`config.mk`:
```
export PLATFORM = sky130hd
export DESIGN_NAME = main_core
export DESIGN_NICKNAME = d
export VERILOG_FILES = /design/src/rtl/main_core.sv
export SDC_FILE = /design/constraint.sdc
export NUM_CORES = 1
export LEC_CHECK = 0
export BUFFER_PORTS_ARGS = -buffer_cell sky130_fd_sc_hd__buf_4
export CAP_MARGIN = 20
export CORE_ASPECT_RATIO = 0.75
export CORE_UTILIZATION = 30
export DETAILED_ROUTE_END_ITERATION = 8
export PLACE_DENSITY = 0.55
export SETUP_SLACK_MARGIN = 0.2
export SYNTH_ARGS = -nofsm -noshare
export SYNTH_HDL_FRONTEND = slang
export SYNTH_SLANG_ARGS = --single-unit
```
`constraint.sdc`:
```
create_clock -name clk -period 2.7 [get_ports clk]
set_input_delay 0.27 -clock clk [delete_from_list [all_inputs] [get_ports clk]]
set_output_delay 0.27 -clock clk [all_outputs]
set_load 0.02 [all_outputs]
```
`src/rtl/main_core.sv`:
```
// main_core: streams one data set from a fixed internal ROM and reports its sum and maximum.
module main_core #(
    parameter int unsigned W        = 8,
    parameter int unsigned DEPTH    = 16,
    parameter int unsigned NUM_SETS = 3,
    parameter int unsigned IDX_W    = 10
) (
    input  logic                          clk,
    input  logic                          rst_n,
    input  logic                          start,
    input  logic [IDX_W-1:0]              file_index,
    output logic                          finish,
    output logic [W+$clog2(DEPTH)-1:0]    sum,
    output logic [W-1:0]                  max_val,
    output logic                          error
);

    localparam int unsigned AW = $clog2(DEPTH);
    localparam int unsigned SW = W + AW;

    // FLUSH is the one-cycle hand-off between the last accumulated word and finish.
    typedef enum logic [1:0] {
        IDLE,
        RUN,
        FLUSH,
        DONE
    } state_t;

    state_t            state_q, state_d;
    logic [AW-1:0]     addr_q, addr_d;
    logic [IDX_W-1:0]  idx_q, idx_d;
    logic [SW-1:0]     sum_q, sum_d;
    logic [W-1:0]      max_q, max_d;
    logic              err_q, err_d;
    logic              fin_q, fin_d;

    logic [W-1:0]      word_c;
    logic              idx_ok_c;

    // ROM word j of set i is (i*DEPTH + j) mod 2^W.
    assign word_c   = W'((32'(idx_q) * 32'(DEPTH)) + 32'(addr_q));
    assign idx_ok_c = 32'(file_index) < 32'(NUM_SETS);

    // State and datapath registers.
    always_ff @(posedge clk or negedge rst_n) begin
        if (!rst_n) begin
            state_q <= IDLE;
            addr_q  <= '0;
            idx_q   <= '0;
            sum_q   <= '0;
            max_q   <= '0;
            err_q   <= 1'b0;
            fin_q   <= 1'b0;
        end else begin
            state_q <= state_d;
            addr_q  <= addr_d;
            idx_q   <= idx_d;
            sum_q   <= sum_d;
            max_q   <= max_d;
            err_q   <= err_d;
            fin_q   <= fin_d;
        end
    end

    // Next-state and datapath update.
    always_comb begin
        state_d = state_q;
        addr_d  = addr_q;
        idx_d   = idx_q;
        sum_d   = sum_q;
        max_d   = max_q;
        err_d   = err_q;

        case (state_q)
            IDLE, DONE: begin
                if (start) begin
                    sum_d  = '0;
                    max_d  = '0;
                    addr_d = '0;
                    if (idx_ok_c) begin
                        idx_d   = file_index;
                        err_d   = 1'b0;
                        state_d = RUN;
                    end else begin
                        err_d   = 1'b1;
                        state_d = FLUSH;
                    end
                end
            end
            RUN: begin
                sum_d  = sum_q + SW'(word_c);
                if (word_c > max_q) begin
                    max_d = word_c;
                end
                addr_d = addr_q + AW'(1);
                if (addr_q == AW'(DEPTH - 1)) begin
                    state_d = FLUSH;
                end
            end
            FLUSH: begin
                state_d = DONE;
            end
            default: begin
                state_d = IDLE;
            end
        endcase

        fin_d = (state_d == DONE);
    end

    assign finish  = fin_q;
    assign sum     = sum_q;
    assign max_val = max_q;
    assign error   = err_q;

endmodule

```
==> summary.md <==
| Metric | Value |
|---|---|
| Via density | 5.11 |
| Worst clock skew | 0.00337 ns |
| Setup violation total in the final timing report | 0 |
| Wire length of the first global-routing pass | 8480 µm |
| Crit path launch type | flop |
| Adder-cell area share of the yosys netlist | 12.5% |
| Final Hold Fails | 0 |
| Crit path arrival time | 2.40 ns |
| Highest signal layer in the routed design | met4 |
| Portion of netlist area occupied by mux cells | 3.59% |
| Period minus WS final | 2.24 ns |
| Standard-cell rows | 25 |
| Dominant combinational cell family by area after synthesis | compound AO/OA/AOI/OAI gates |
| Net count, final | 285 |
| Height of the die | 73.7 µm |
| Reported leakage power | 1.19 nW |
| Synthesized area | 0.00206 mm² |
| Setup repair after global routing missed its margin | false |
| Highest ir drop seen on vdd | 0.296 mV |
| H-tree depth reported by CTS | 2 |
| Post-CTS Setup Inserts | 0 |
| Overall overflow remaining after global route | 0 |
| CTS buffer count | 5 |
| Register bit total from synthesis | 32 |
| Most frequent standard cell in the layout excluding fill and tap cells | buf_4 |
| Synthesis-to-finish area growth | 20.6% |
| Final core utilization | 38.3% |
| Clock tree root driver cell | clkbuf_8 |
| Initial antenna violation count | 0 |
| Setup TNS | 0 ns |
| Worst stage delay on the critical path | 0.44 ns |
| Via count of the first global-routing pass | 1727 |
| WP data required | 2.87 ns |
| Xor and xnor fraction of the mapped netlist area | 2.55% |
| Max-slew violation count | 0 |
| Distinct cells, synth | 40 |
| Number of buffers between clock root and the deepest sink | 2 |
| Synth Area per Inst | 9.44 µm² |
| Filler cell count in the final layout | 651 |
| YS warnings | 0 |
| Remaining design rule violation count | 4 |
| Insertion delay of the later-clocked pin in the worst-skew pair | 0.28 ns |
| Relative slew margins | 51.2% |
| Worst hold slack | 0.238 ns |
| # placed instances | 325 |
| Fraction of the mapped netlist area in compound gates | 21.7% |
| Failing checks | DRC |
| Detailed-routed wire length on met3 | 171 µm |
| WL/cell | 14.6 µm |
| Kind of critical path | reg2reg |
| Number of maximum-capacitance constraint violations | 0 |
| Smallest setup slack after layout | 0.465 ns |
| Area of the core | 0.00647 mm² |
| Power density over the cells | 700 mW/mm² |
| GP Congestion | 0.782 |
| Share of final-layout standard cells stronger than drive strength 1 | 21.3% |
| Fmax | 447 MHz |
| Clock transition at the registers of the reported paths | 0.07 ns |
| Critical path capture point type | flop |
| Total GRT Usage | 15.2% |
| Met2 wire len | 1960 µm |
| Die width | 97.6 µm |
| Post-route antenna net violation count | 0 |
| Worst hold path class | in2reg |
| Net Count, Synth | 251 |
| Proportion of synthesized chip area in sequential cells | 38.9% |
| Simple-gate area share of the yosys netlist | 16.0% |
| Crit Path Max Fanout | 6 |
| Outcome | complete, but fails checks |
| Starting density of the core | 31.8% |
| Gate count after technology mapping | 218 |
| Pin count of the biggest net entering global routing | 33 |
| Post-route fraction of the period consumed by the critical path | 82.8% |
| Top delay family on crit path | compound AO/OA/AOI/OAI gates |
| Via total after detailed routing | 1707 |
| Wirelength, routed | 4890 µm |
| Number of iterations in the first detailed-routing pass | 6 |
| Dpl hpwl | 3520 µm |
| Post-CTS resize count | 0 |
| Initial DRC Count | 59 |
| Metal-1 WL | 2720 µm |
| Bufs and invs on worst path | 0 |
| Commonest cells after routing, fill and taps aside | 36 x buf_4, 32 x dfrtp_1, 19 x ha_1, 18 x nand2_1, 16 x nand3_1 |
| Number of cells in the finished layout apart from fillers | 334 |
| Worst-Margin Slew | 0.732 ns |
| List of cells traversed by the critical path | ha_1 -> fa_1 -> a21oi_1 -> o211ai_1 -> a31o_2 -> nand3_2 -> mux2i_1 -> nor3_2 |
| Crit-path slowest cell | dfrtp_1 |
| Diodes inserted | 0 |
| Placement-stage worst setup slack | 0.500 ns |
| CTS sink count | 32 |
| CTS tree | done |
| Port Buffers | 34 |
| Full die area | 0.00720 mm² |
| IO Count | 35 |
stage by stage:
step | total power [mW] | area [µm²]
4_1_cts | 1.76 | 2480
3_5_place_dp | 1.36 | 2380
5_1_grt | 1.89 | 2480
2_1_floorplan | 1.17 | 2060
3_3_place_gp | 1.36 | 2380
6_report | 1.74 | 2480
logic make-up after synthesis:
kind of cell / Yosys count
buffers and inverters: 23
AO/OA/AOI/OAI: 64
XOR/XNOR: 6
AND/OR/NAND/NOR: 66
flip-flops: 32
adder cells (fa/ha/maj): 20
multiplexers: 7
path summary, 6_finish.rpt:
path | startpoint | end | slack (ns) | cells past startpoint
max | addr_q[0] | sum[10] | 0.46 | 8
min | file_index[0] | idx_q[0] | 0.24 | 2
max reg2reg | addr_q[0] | sum[10] | 0.46 | 8
min reg2reg | sum[6] | sum[6] | 0.54 | 1
max in group asynchronous | rst_n | max_val[1] | 1.93 | 2
min in group asynchronous | rst_n | sum[7] | 0.47 | 2
where the power goes:
group / internal [mW] / switching, mW
registers: 0.528 / 0.0543
clock network: 0.208 / 0.183
logic: 0.248 / 0.514
flip-flops by register name (all words and copies together) (netlist names):
name	flops
addr_q	4
error	1
finish	1
idx_q	4
max_val	8
state_q	2
sum	12
metal layers:
metal	vias up	GRT usage [%]
met3	7	3.52
met1	804	22.8
li1	866	-
met2	30	21.8
met5	-	0
met4	0	3.70
repair_timing:
item                                    4_1_cts  5_1_grt
hold buffers                                  1        0
hold endpoints to repair                     32        0
endpoints found under the setup margin        0        0
cell usage after synthesis, drive strengths merged:
cell type  instances  share of area (%)
a21o               2               0.73
a21oi             14                3.6
a22o              11                4.7
a311o              5                2.4
a31o               1               0.43
a31oi              1               0.30
a41o               1               0.55
and2               5                1.5
and3               2               0.61
buf                7                1.8
clkbuf             3               0.55
dfrtp             32                 39
fa                 1               0.97
ha                19                 12
inv               13                2.4
mux2               3                1.6
mux2i              4                1.9
nand2             18                3.3
nand2b             1               0.30
nand3             17                4.4
nand4              4                1.2
nor2               9                1.6
nor2b              3               0.91
nor3               4                1.2
nor4               2               0.61
o211ai             5                2.1
o21ai             19                5.2
o21bai             1               0.37
o221ai             1               0.43
o22ai              3               0.91
or2                1               0.30
xnor2              3                1.3
xor2               3                1.3
final cells by class:
cell class	instances	area [µm²]	share of cell area, %
Sequential cell	32	801	32.3
Tap cell	81	101	4.09
Timing Repair Buffer	37	280	11.3
Clock buffer	8	90.1	3.63
Inverter	13	48.8	1.97
Multi-Input combinational cell	163	1160	46.7
No activity file was read; power rests on OpenSTA's default activity.
